File: src/rtl/alu_pkg.sv
// Shared definitions for the sequential ALU: operation codes and FSM state encoding.
package alu_pkg;

  localparam logic [2:0] OP_NOT = 3'b000;
  localparam logic [2:0] OP_OR  = 3'b001;
  localparam logic [2:0] OP_XOR = 3'b010;
  localparam logic [2:0] OP_AND = 3'b011;
  localparam logic [2:0] OP_MUL = 3'b100;
  localparam logic [2:0] OP_ADD = 3'b101;
  localparam logic [2:0] OP_SUB = 3'b110;
  localparam logic [2:0] OP_RSV = 3'b111;

  localparam logic [1:0] ST_IDLE = 2'd0;
  localparam logic [1:0] ST_MUL  = 2'd1;
  localparam logic [1:0] ST_DONE = 2'd2;

endpackage

File: src/rtl/alu_mul_iter.sv
// Iterative unsigned shift-add multiplier retiring MUL_STEP multiplier bits per cycle.
// 'product' always shows the value after the current step, so it is final while 'done' is high.
module alu_mul_iter #(
  parameter int WIDTH    = 8,
  parameter int MUL_STEP = 1
) (
  input  logic                 clk,
  input  logic                 rst,
  input  logic                 start,
  input  logic [WIDTH-1:0]     a,
  input  logic [WIDTH-1:0]     b,
  output logic                 busy,
  output logic                 done,
  output logic [2*WIDTH-1:0]   product
);

  localparam int STEPS = WIDTH / MUL_STEP;
  localparam int CW    = $clog2(STEPS + 1);

  logic [WIDTH-1:0]            mcand;
  logic [2*WIDTH-1:0]          acc;
  logic [CW-1:0]               count;
  logic [WIDTH+MUL_STEP-1:0]   partial;
  logic [WIDTH+MUL_STEP-1:0]   hi_sum;
  logic [2*WIDTH+MUL_STEP-1:0] joined;

  // Upper half accumulates, lower half holds the not-yet-consumed multiplier bits.
  always_comb begin
    partial = '0;
    for (int i = 0; i < MUL_STEP; i++) begin
      if (acc[i]) begin
        partial = partial + ({{MUL_STEP{1'b0}}, mcand} << i);
      end
    end
    hi_sum  = {{MUL_STEP{1'b0}}, acc[2*WIDTH-1:WIDTH]} + partial;
    joined  = {hi_sum, acc[WIDTH-1:0]};
    product = joined[2*WIDTH+MUL_STEP-1:MUL_STEP];
  end

  assign done = busy && (count == CW'(1));

  always_ff @(posedge clk or posedge rst) begin
    if (rst) begin
      busy  <= 1'b0;
      count <= '0;
      acc   <= '0;
      mcand <= '0;
    end else if (start) begin
      busy  <= 1'b1;
      count <= CW'(STEPS);
      acc   <= {{WIDTH{1'b0}}, b};
      mcand <= a;
    end else if (busy) begin
      acc   <= product;
      count <= count - CW'(1);
      if (count == CW'(1)) begin
        busy <= 1'b0;
      end
    end
  end

endmodule

File: src/rtl/alu_seq.sv
// Handshaked sequential ALU: single-cycle logic/add/sub, iterative full-width multiply,
// registered result and status flags. One operation in flight at a time.
module alu_seq
  import alu_pkg::*;
#(
  parameter int WIDTH    = 8,
  parameter int MUL_STEP = 1
) (
  input  logic             clk,
  input  logic             rst,
  input  logic             in_valid,
  output logic             in_ready,
  input  logic [2:0]       op,
  input  logic [WIDTH-1:0] din1,
  input  logic [WIDTH-1:0] din2,
  output logic             out_valid,
  input  logic             out_ready,
  output logic [WIDTH-1:0] dout,
  output logic [WIDTH-1:0] dout_hi,
  output logic             flag_z,
  output logic             flag_c,
  output logic             flag_v
);

  logic [1:0]         state;
  logic               mul_start;
  logic               mul_busy;
  logic               mul_done;
  logic [2*WIDTH-1:0] mul_product;
  logic [WIDTH:0]     sum;
  logic [WIDTH:0]     diff;
  logic [WIDTH-1:0]   res;
  logic               res_c;
  logic               res_v;

  assign in_ready  = (state == ST_IDLE) && !mul_busy;
  assign out_valid = (state == ST_DONE);
  assign mul_start = in_valid && in_ready && (op == OP_MUL);

  alu_mul_iter #(
    .WIDTH    (WIDTH),
    .MUL_STEP (MUL_STEP)
  ) u_mul (
    .clk     (clk),
    .rst     (rst),
    .start   (mul_start),
    .a       (din1),
    .b       (din2),
    .busy    (mul_busy),
    .done    (mul_done),
    .product (mul_product)
  );

  // Single-cycle datapath; MUL and the reserved code fall through to a zero result.
  always_comb begin
    sum   = {1'b0, din1} + {1'b0, din2};
    diff  = {1'b0, din1} - {1'b0, din2};
    res   = '0;
    res_c = 1'b0;
    res_v = 1'b0;
    case (op)
      OP_NOT: res = ~din1;
      OP_OR:  res = din1 | din2;
      OP_XOR: res = din1 ^ din2;
      OP_AND: res = din1 & din2;
      OP_ADD: begin
        res   = sum[WIDTH-1:0];
        res_c = sum[WIDTH];
        res_v = (din1[WIDTH-1] == din2[WIDTH-1]) && (sum[WIDTH-1] != din1[WIDTH-1]);
      end
      OP_SUB: begin
        res   = diff[WIDTH-1:0];
        res_c = diff[WIDTH];
        res_v = (din1[WIDTH-1] != din2[WIDTH-1]) && (diff[WIDTH-1] != din1[WIDTH-1]);
      end
      default: res = '0;
    endcase
  end

  always_ff @(posedge clk or posedge rst) begin
    if (rst) begin
      state   <= ST_IDLE;
      dout    <= '0;
      dout_hi <= '0;
      flag_z  <= 1'b0;
      flag_c  <= 1'b0;
      flag_v  <= 1'b0;
    end else begin
      case (state)
        ST_IDLE: begin
          if (in_valid && in_ready) begin
            if (op == OP_MUL) begin
              state <= ST_MUL;
            end else begin
              dout    <= res;
              dout_hi <= '0;
              flag_z  <= (res == '0);
              flag_c  <= res_c;
              flag_v  <= res_v;
              state   <= ST_DONE;
            end
          end
        end
        ST_MUL: begin
          if (mul_done) begin
            dout    <= mul_product[WIDTH-1:0];
            dout_hi <= mul_product[2*WIDTH-1:WIDTH];
            flag_z  <= (mul_product == '0);
            flag_c  <= 1'b0;
            flag_v  <= 1'b0;
            state   <= ST_DONE;
          end
        end
        ST_DONE: begin
          if (out_ready) begin
            state <= ST_IDLE;
          end
        end
        default: state <= ST_IDLE;
      endcase
    end
  end

endmodule

File: config.mk
export PLATFORM = sky130hd
export DESIGN_NAME = alu_seq
export DESIGN_NICKNAME = d
export VERILOG_FILES = /design/src/rtl/alu_pkg.sv /design/src/rtl/alu_mul_iter.sv /design/src/rtl/alu_seq.sv
export SDC_FILE = /design/constraint.sdc
export NUM_CORES = 1
export LEC_CHECK = 0
export BUFFER_PORTS_ARGS = -buffer_cell sky130_fd_sc_hd__buf_2
export CAP_MARGIN = 20
export CORE_ASPECT_RATIO = 0.75
export CORE_MARGIN = 1
export CORE_UTILIZATION = 53
export CTS_CLUSTER_SIZE = 30
export DETAILED_ROUTE_END_ITERATION = 8
export PLACE_DENSITY = 0.81
export SYNTH_ARGS = -nofsm -noshare
export SYNTH_HDL_FRONTEND = slang
export SYNTH_SLANG_ARGS = --single-unit
File: constraint.sdc
create_clock -name clk -period 2.4 [get_ports clk]
set_input_delay 0.12 -clock clk [delete_from_list [all_inputs] [get_ports clk]]
set_output_delay 0.12 -clock clk [all_outputs]
set_load 0.03 [all_outputs]
# After elaboration in Yosys (flattened, before gate mapping)
# Index checks and enable logic that the tools add are counted.
# word_totals
ramBits,0
mem_count,0
ff_bits,50
mem_bits_ro,0
wordCells,85
latchBits,0
inputBits,23
# classes
muxes,35
shifts,0
div_mod_pow,0
magnitude_cmp,0
n_addsub,4
reduce_logical,15
n_eq_ne,17
n_mul,0
bitwise_logic,4
# ops
op,n
$mux W8,7
$pmux W8 S6,1
$mux W16,2
$pmux W8 S2,2
$logic_not A16 Y1,1
$mux W1,11
$pmux W1 S2,5
$add A8 B8 Y9,1
$add A8 B9 Y9,1
$eq A3 B3 Y1 const B,3
$sub A8 B8 Y9,1
$and A8 B8 Y8,1
$logic_not A8 Y1,1
$mux W2,4
$mux W4,2
$not A8 Y8,1
$or A8 B8 Y8,1
$xor A8 B8 Y8,1
$eq A3 B2 Y1 const B,2
$logic_and A1 B1 Y1,6
$pmux W2 S3,1
$eq A4 B1 Y1 const B,1
$ne A2 B1 Y1 const B,2
$ne A2 B2 Y1 const B,2
12 further kinds,15

# Logic depth before layout (Yosys ltp)
# Gate-level depths: netlist of run 1.
# logic_depth
word_depth,7
ltp_mapped,11

# By module
# From an unflattened synthesis of run 1, not the netlist that was laid out.
# unflattened
cells_unflattened,467
hier_area_um2,4016.4
# modules_own_cells
module,cells_per_inst,area_per_inst_um2,instances
alu_seq,290,2255.9,1
alu_mul_iter,177,1760.4,1

# Least setup slack after synthesis of run 1
# Ideal clock, no wire load.
# synth_timing
kind,reg2reg
start,register u_mul.busy
end,register flag_z
synth_period_minus_slack_ps,2566
path_stages_with_launch,8
required_time_ps,2331
path_buffers,1
slack_ps,-166
arrival_ps,2497
setup_time_ps,69
cell_sequence,dfrtp_1 buf_2 nor3_2 a31oi_2 or3_1 or4_1 or4_1 nand3_1
# synth_via
elab_chain_cells,5
# synth_lines
element,line_no,source
from (decl),alu_mul_iter.sv:12,"output logic busy,"
from (signal assigned),alu_mul_iter.sv:44,busy <= 1'b0;
from (signal assigned),alu_mul_iter.sv:49,busy <= 1'b1;
from (signal assigned),alu_mul_iter.sv:57,busy <= 1'b0;
$logic_not A1 Y1,alu_seq.sv:36,assign in_ready = (state == ST_IDLE) && !mul_busy;
$logic_and A1 B1 Y1,alu_seq.sv:36,
via in_ready,alu_seq.sv:12,"output logic in_ready,"
$logic_and A1 B1 Y1,alu_seq.sv:91,if (in_valid && in_ready) begin
$ne A2 B1 Y1 (no source line),--,
$reduce_and A4 Y1 (no source line),--,
to (signal assigned),alu_seq.sv:97,flag_z <= (res == '0);
to (signal assigned),alu_seq.sv:108,flag_z <= (mul_product == '0);
to (decl),alu_seq.sv:20,"output logic flag_z,"
# The timed path passes the listed nets, and every way through them passes these cells.
# A chain may end at the register's enable or synchronous reset.

# Worst setup path after layout of run 1
# layout_timing
start,register u_mul.acc[0]
end,register flag_z
# layout_via
elab_chain_cells,5
# layout_lines
element,line_no,source
from (decl),alu_mul_iter.sv:21,logic [2*WIDTH-1:0] acc;
from (signal assigned),alu_mul_iter.sv:51,"acc <= {{WIDTH{1'b0}}, b};"
from (signal assigned),alu_mul_iter.sv:54,acc <= product;
$mux W8,alu_mul_iter.sv:31,if (acc[i]) begin
$add A8 B9 Y9,alu_mul_iter.sv:35,"hi_sum = {{MUL_STEP{1'b0}}, acc[2*WIDTH-1:WIDTH]} + partial;"
$logic_not A16 Y1,alu_seq.sv:108,
$mux W1,alu_seq.sv:105,if (mul_done) begin
$pmux W1 S2,alu_seq.sv:89,case (state)
# Every way passes these cells. The select of a mux whose other input is x is not followed.

==> impl_metrics.csv, run 1 <==
group,metric,value,unit
logic_synthesis,yosys_register_bits,50,
timing,period_minus_slack,2.44,ns
final_layout,drive_gt1_share,33.0,%
worst_setup_path,path_cells,"nand2_1 -> inv_1 -> ha_1 -> a211oi_2 -> nor3b_2 -> o31ai_2 -> a21oi_1 -> xor2_1 -> or3_4 -> nand3_2",
cts,clk_pin_slew,0.09,ns
detailed_routing,drt_first_iter_violations,239,
worst_setup_path,cpPeakStageDelay,0.42,ns
worst_setup_path,crit_type,"flop to flop",
detailed_routing,antenna_left,0,
logic_synthesis,async_flop_share,100,%
power,ir_drop,436,uV
final_layout,stdcell_area,0.00478,mm2
place,dp_hpwl,8.18,mm
final_layout,syn2layout_area_growth,28.0,%
timing,grt_setup_unrepaired,"true",
cts,numCtsBuffers,5,
cts,cts_tree,"done",
floorplan,rows,26,
floorplan,initial_core_util,54.9,%
grt,grt_pass1_wl,17.1,mm
logic_synthesis,ys.flop_type,"dfrtp_1",
timing,tns,-0.0425,ns
grt,antenna_found_initial,0,
logic_synthesis,yosys-top-cells-count,"61 x nand2_1, 50 x dfrtp_1, 35 x inv_1, 35 x o21ai_0, 34 x ha_1",
power,p_leak,2.43,nW
place,gp_congestion,0.900,
detailed_routing,wl,10.9,mm
grt,grt.overflow.total,0,
logic_synthesis,yosysWarningCount,0,
floorplan,dieArea,0.00739,mm2
final_layout,final_nets,587,
cts,clock-sinks,50,
timing,finalHoldViolCount,0,
floorplan,die_w,98.9,um
floorplan,die_h,74.7,um
final_layout,seqCellArea,0.00125,mm2
logic_synthesis,yosysTopAreaCellShare,33.5,%
timing,timing_worst_slew_pin_value,0.667,ns
logic_synthesis,syn_inst,416,
timing,worst_slack,-0.0425,ns
detailed_routing,vias_per_cell,5.97,
worst_setup_path,worstPathRequired,2.65,ns
final_layout,diodes,0,
logic_synthesis,synth.distinct_cells,63,
final_layout,multi_input_area,0.00239,mm2
job,cap_violations,0,
worst_setup_path,end_kind,"flop",
logic_synthesis,synth_edf_count,0,
timing,timing.fmax,409,MHz
worst_setup_path,path_max_fanout,4,
logic_synthesis,synthesis.nets,476,
timing,fin_skew,0.00651,ns
logic_synthesis,netlist_top_cells_area,"dfrtp_1 34%, ha_1 11%, nand2_1 6.1%",
place,portBuffers,43,
logic_synthesis,syn_avg_cell_area,8.98,um2
run_status,outcome,"finished, violations left",
worst_setup_path,slowest_stage,"dfrtp_1",
logic_synthesis,yosysTopAreaCell,"dfrtp_1",
final_layout,fill_cells,514,
timing,drv_slew,0,
timing,finalSetupViolCount,1,
final_layout,post-route-util,70.3,%
cts,htreeDepth,2,
detailed_routing,dr.pass1.iters,6,
timing,relSlewSlack,55.4,%
floorplan,core,0.00680,mm2
place,preCtsSetupSlack,-0.408,ns
cts,cts_root_buf,"clkbuf_8",
place,dpl_cell_area,0.00452,mm2
floorplan,ios,44,
detailed_routing,drc,0,
grt,grt_max_degree,33,
cts,clk_latency,0.30,ns
run_status,failed_checks,"negative setup slack",
power,power,0.00381,W
worst_setup_path,startpoint_type,"flop",
grt,grt_pass1_vias,3479,
detailed_routing,vias,3653,
worst_setup_path,worstPathArrival,2.69,ns
timing,min_period_over_period,102,%
worst_hold_path,hp-class,"primary input to flop",
cts,cts_buffer_depth,2,
logic_synthesis,yosysMostFrequentCell,"nand2_1",
power,power.density,797,mW/mm2
logic_synthesis,synth_area,0.00373,mm2
grt,grt_util_all_layers,29.8,%
detailed_routing,wl_per_cell,17.8,um
logic_synthesis,ys_seq_area_share,33.5,%
-- where the power goes --
group,leakage [nW],switching (W),internal [W],total (W)
clock network,0.0452,0.000285,0.000206,0.000491
registers,0.656,0.000239,0.00112,0.00136
logic,1.72,0.00110,0.000862,0.00196
-- timing repair --
action / in CTS / in global routing
pin swaps: 6 / 5
gates resized for setup: 10 / 20
setup endpoints to repair: 3 / 8
hold buffers: 1 / 0
endpoints found under the hold margin: 18 / 0
setup buffers: 2 / 3
-- per-layer routing --
| metal | share of wire (%) | GRT usage, % | vias up |
|---|---|---|---|
| li1 | - | - | 1714 |
| met1 | 45 | 40.7 | 1740 |
| met2 | 45 | 48.2 | 173 |
| met3 | 7.7 | 6.59 | 26 |
| met4 | 2.2 | 8.62 | 0 |
| met5 | 0 | 0 | - |
-- critical path, delay by kind of cell, from the launching register on --
family / cells / cell delay [ns]
xor gates and xnor gates: 1 / 0.17
and+or+nand+nor: 4 / 0.75
buffers and inverters: 1 / 0.07
adders and majority gates: 1 / 0.31
DFF: 1 / 0.42
AOI/OAI and AO/OA: 3 / 0.67
-- placed cells by master (no fill, tap or decap), types with 7 or more instances in the layout --
cell type,netlist,routed
inv_1,35,27
dfrtp_1,50,50
nand2_1,61,61
xnor2_1,7,7
a22oi_1,8,8
nor2_1,15,15
a21oi_1,9,8
ha_1,34,28
buf_2,5,43
inv_2,1,9
buf_4,3,79
mux2i_1,11,11
o21ai_0,35,33
nor3_1,9,9
-- state kept, by name, indices dropped and copies added (netlist names) --
signal,flops
state,2
flag_c,1
u_mul.count,4
dout,8
u_mul.mcand,8
u_mul.acc,16
u_mul.busy,1
flag_z,1
flag_v,1
dout_hi,8
-- cell type report --
class,count,share of cell area [%]
multi-input combinational,311,49.9
sequential,50,26.2
timing repair buffer,123,17.1
inverter,36,2.83
tap,84,2.20
clock buffer,6,1.52
clock inverter,2,0.288
-- kinds of logic (layout without fill, tap and decap cells) --
family          after synthesis  count (layout)  share of synthesized area [%]
flops                        50              50                           33.5
simple gates                139             139                           18.8
compound gates              108             108                           19.8
xor+xnor                     10              10                           2.35
mux                          17              17                           6.16
buf+inv                      55             167                           6.40
fa+ha+maj                    37              37                           13.0
-- worst paths after layout --
check	start	end	slack, ns	cells past startpoint
worst max-delay path	u_mul.acc[0]	flag_z	-0.04	10
worst min-delay path	out_ready	state[1]	0.01	2
worst max register to register	u_mul.acc[0]	flag_z	-0.04	10
worst min register to register	flag_v	flag_v	0.48	2
max in group asynchronous	rst	u_mul.acc[0]	1.31	4
min in group asynchronous	rst	dout_hi[7]	0.33	3
-- metrics by stage --
step / std cells / hold WS [ns]
finish: 612 / 0.0118
global route: 612 / 0.0113
CTS: 609 / 0.0146
detailed placement: 598 / 0.138
global placement: 598 / 0.119
floorplan: 416 / 0.228
Note: power is estimated with default switching activity, not from simulation.
==> run 2: changes to the inputs <==
CORE_UTILIZATION = 64   (was 53)
PLACE_DENSITY = 0.86   (was 0.81)
clock period = 2.9 ns   (was 2.4 ns; I/O delays follow)
==> run 2 against run 1 <==
Net effect: the flow now finishes without violations; combinational power decreased by 31%; global-route usage grew 6.3 points; sequential share of layout area is 3.9 points higher.
==> impl_metrics.csv, run 2 (synthesis results as in run 1) <==
group,metric,value,unit
run_status,outcome,"finished clean",
detailed_routing,drt_first_iter_violations,443,
grt,antenna_found_initial,0,
detailed_routing,drc,0,
timing,tns,0,ns
power,ir_drop,530,uV
floorplan,core,0.00547,mm2
job,cap_violations,0,
worst_setup_path,r2r_end,"flag_z",
floorplan,die_h,68.2,um
final_layout,mostFrequentLayoutCells,"61 x nand2_1, 50 x dfrtp_1, 43 x buf_2, 35 x o21ai_0",
timing,grt_setup_unrepaired,"false",
detailed_routing,vias,3438,
floorplan,die_w,90.2,um
worst_setup_path,r2r_setup_slack,0.23,ns
worst_setup_path,end_kind,"flop",
cts,htreeDepth,2,
final_layout,final_nets,522,
detailed_routing,vias_per_cell,6.39,
floorplan,dieArea,0.00615,mm2
power,seqPwrFrac,38.3,%
timing,drv_slew,0,
power,p_sw_share,44.9,%
power,internal_power,0.00160,W
final_layout,diodes,0,
cts,cts_root_buf,"clkbuf_8",
detailed_routing,dr.pass1.iters,5,
worst_setup_path,worstPathArrival,2.94,ns
cts,clk_pin_slew,0.10,ns
final_layout,final_common_cell,"nand2_1",
detailed_routing,wl,10.4,mm
grt,grt_pass1_wl,16.6,mm
grt,grt_max_degree,51,
grt,grt_util_all_layers,36.1,%
cts,cts_buffer_depth,2,
timing,fin_skew,0.0129,ns
floorplan,rows,23,
power,switchingPower,0.00130,W
final_layout,regMostFlops,"u_mul.acc",
floorplan,initial_core_util,68.3,%
cts,numCtsBuffers,5,
power,power,0.00290,W
timing,relSlewSlack,61.0,%
worst_hold_path,hold_end,"state[1]",
power,p_leak,2.10,nW
grt,grt_pass1_vias,3355,
power,power.density,696,mW/mm2
detailed_routing,antenna_left,0,
worst_setup_path,path_max_fanout,8,
worst_setup_path,startpoint_type,"flop",
worst_hold_path,holdPathStages,2,
place,dp_hpwl,8.03,mm
grt,grt.overflow.total,0,
final_layout,largest_reg_flops,16,
timing,period_minus_slack,2.67,ns
worst_setup_path,worstReg2RegStart,"u_mul.acc[0]",
timing,finalHoldViolCount,0,
detailed_routing,wl_per_cell,19.2,um
floorplan,ios,44,
final_layout,drive_gt1_share,17.7,%
power,p_comb_share,46.8,%
worst_hold_path,min_from,"out_ready",
timing,timing_worst_slew_pin_value,0.582,ns
power,pwr-share-clk,14.9,%
final_layout,syn2layout_area_growth,11.5,%
timing,finalSetupViolCount,0,
cts,clock-sinks,50,
timing,min_period_over_period,92.1,%
place,gp_congestion,0.937,
cts,clk_latency,0.32,ns
worst_hold_path,hp-class,"primary input to flop",
timing,timing.fmax,374,MHz
worst_setup_path,worstPathRequired,3.16,ns
cts,cts_tree,"done",
worst_setup_path,crit_type,"flop to flop",
place,portBuffers,43,
worst_setup_path,rr_worst_depth,11,
==> run 2: timing repair <==
item                                   CTS  global route
hold buffers                             0             1
buffers inserted                         0             0
resized for setup                        0             1
setup endpoints to repair                0             1
endpoints found under the hold margin    0            21
==> run 2: cell type report <==
class                           count  area [um2]
Sequential cell                    50        1250
Fill cell                         401        1300
Clock buffer                        5        68.8
Multi-Input combinational cell    311        2250
Tap cell                           75        93.8
Inverter                           36         135
Clock inverter                      3        23.8
Timing Repair Buffer               58         343
==> run 2: power groups by stage <==
| stage | Clock (W) | Sequential [W] | Combinational [W] |
|---|---|---|---|
| 5_1_grt | 0.000463 | 0.00113 | 0.00149 |
| 3_3_place_gp | 0 | 0.00109 | 0.00127 |
| 4_1_cts | 0.000436 | 0.00110 | 0.00134 |
| 6_report | 0.000433 | 0.00111 | 0.00136 |
| 2_1_floorplan | 0 | 0.00119 | 0.000815 |
| 3_5_place_dp | 0 | 0.00112 | 0.00133 |
==> run 2: how the worst max path moves through the flow <==
stage / from / endpoint / slack [ns] / cells past startpoint
floorplan: u_mul.busy / flag_z / 0.33 / 7
global placement: din1[4] / flag_z / 0.19 / 9
detailed placement: din1[0] / flag_z / 0.19 / 11
CTS: u_mul.acc[0] / flag_z / 0.22 / 11
global route: u_mul.mcand[0] / flag_z / 0.04 / 11
finish: u_mul.acc[0] / flag_z / 0.23 / 11
==> run 2: metrics by stage <==
stage / hold slack, ns / utilization, % / setup slack (ns) / std cells / instance area, um2
final: 0.00648 / 76.2 / 0.229 / 538 / 4170
after global routing: 0.0219 / 76.2 / 0.0432 / 538 / 4170
after CTS: 0.00873 / 75.5 / 0.221 / 536 / 4130
after detailed placement: 0.343 / 73.8 / 0.194 / 528 / 4040
after global placement: 0.343 / 73.8 / 0.191 / 528 / 4040
after floorplan: 0.253 / - / 0.334 / 416 / 3730
==> run 2: critical path, cell delays in order, from the launching register on <==
cell	delay (ns)
dfrtp_1	0.39
buf_4	0.17
nand2_1	0.12
inv_1	0.05
ha_1	0.28
a211oi_1	0.34
nor3b_1	0.16
o31ai_2	0.27
a21oi_1	0.13
xor2_1	0.20
or3_1	0.43
nand3_1	0.10
==> run 2: layer usage <==
| layer | global-route usage, % | vias up | part of all wire, % |
|---|---|---|---|
| met2 | 59.4 | 188 | 45 |
| met1 | 46.4 | 1648 | 43 |
| met4 | 14.9 | 0 | 2.2 |
| met3 | 9.11 | 26 | 9.4 |
| li1 | - | 1576 | - |
| met5 | 0 | - | 0 |
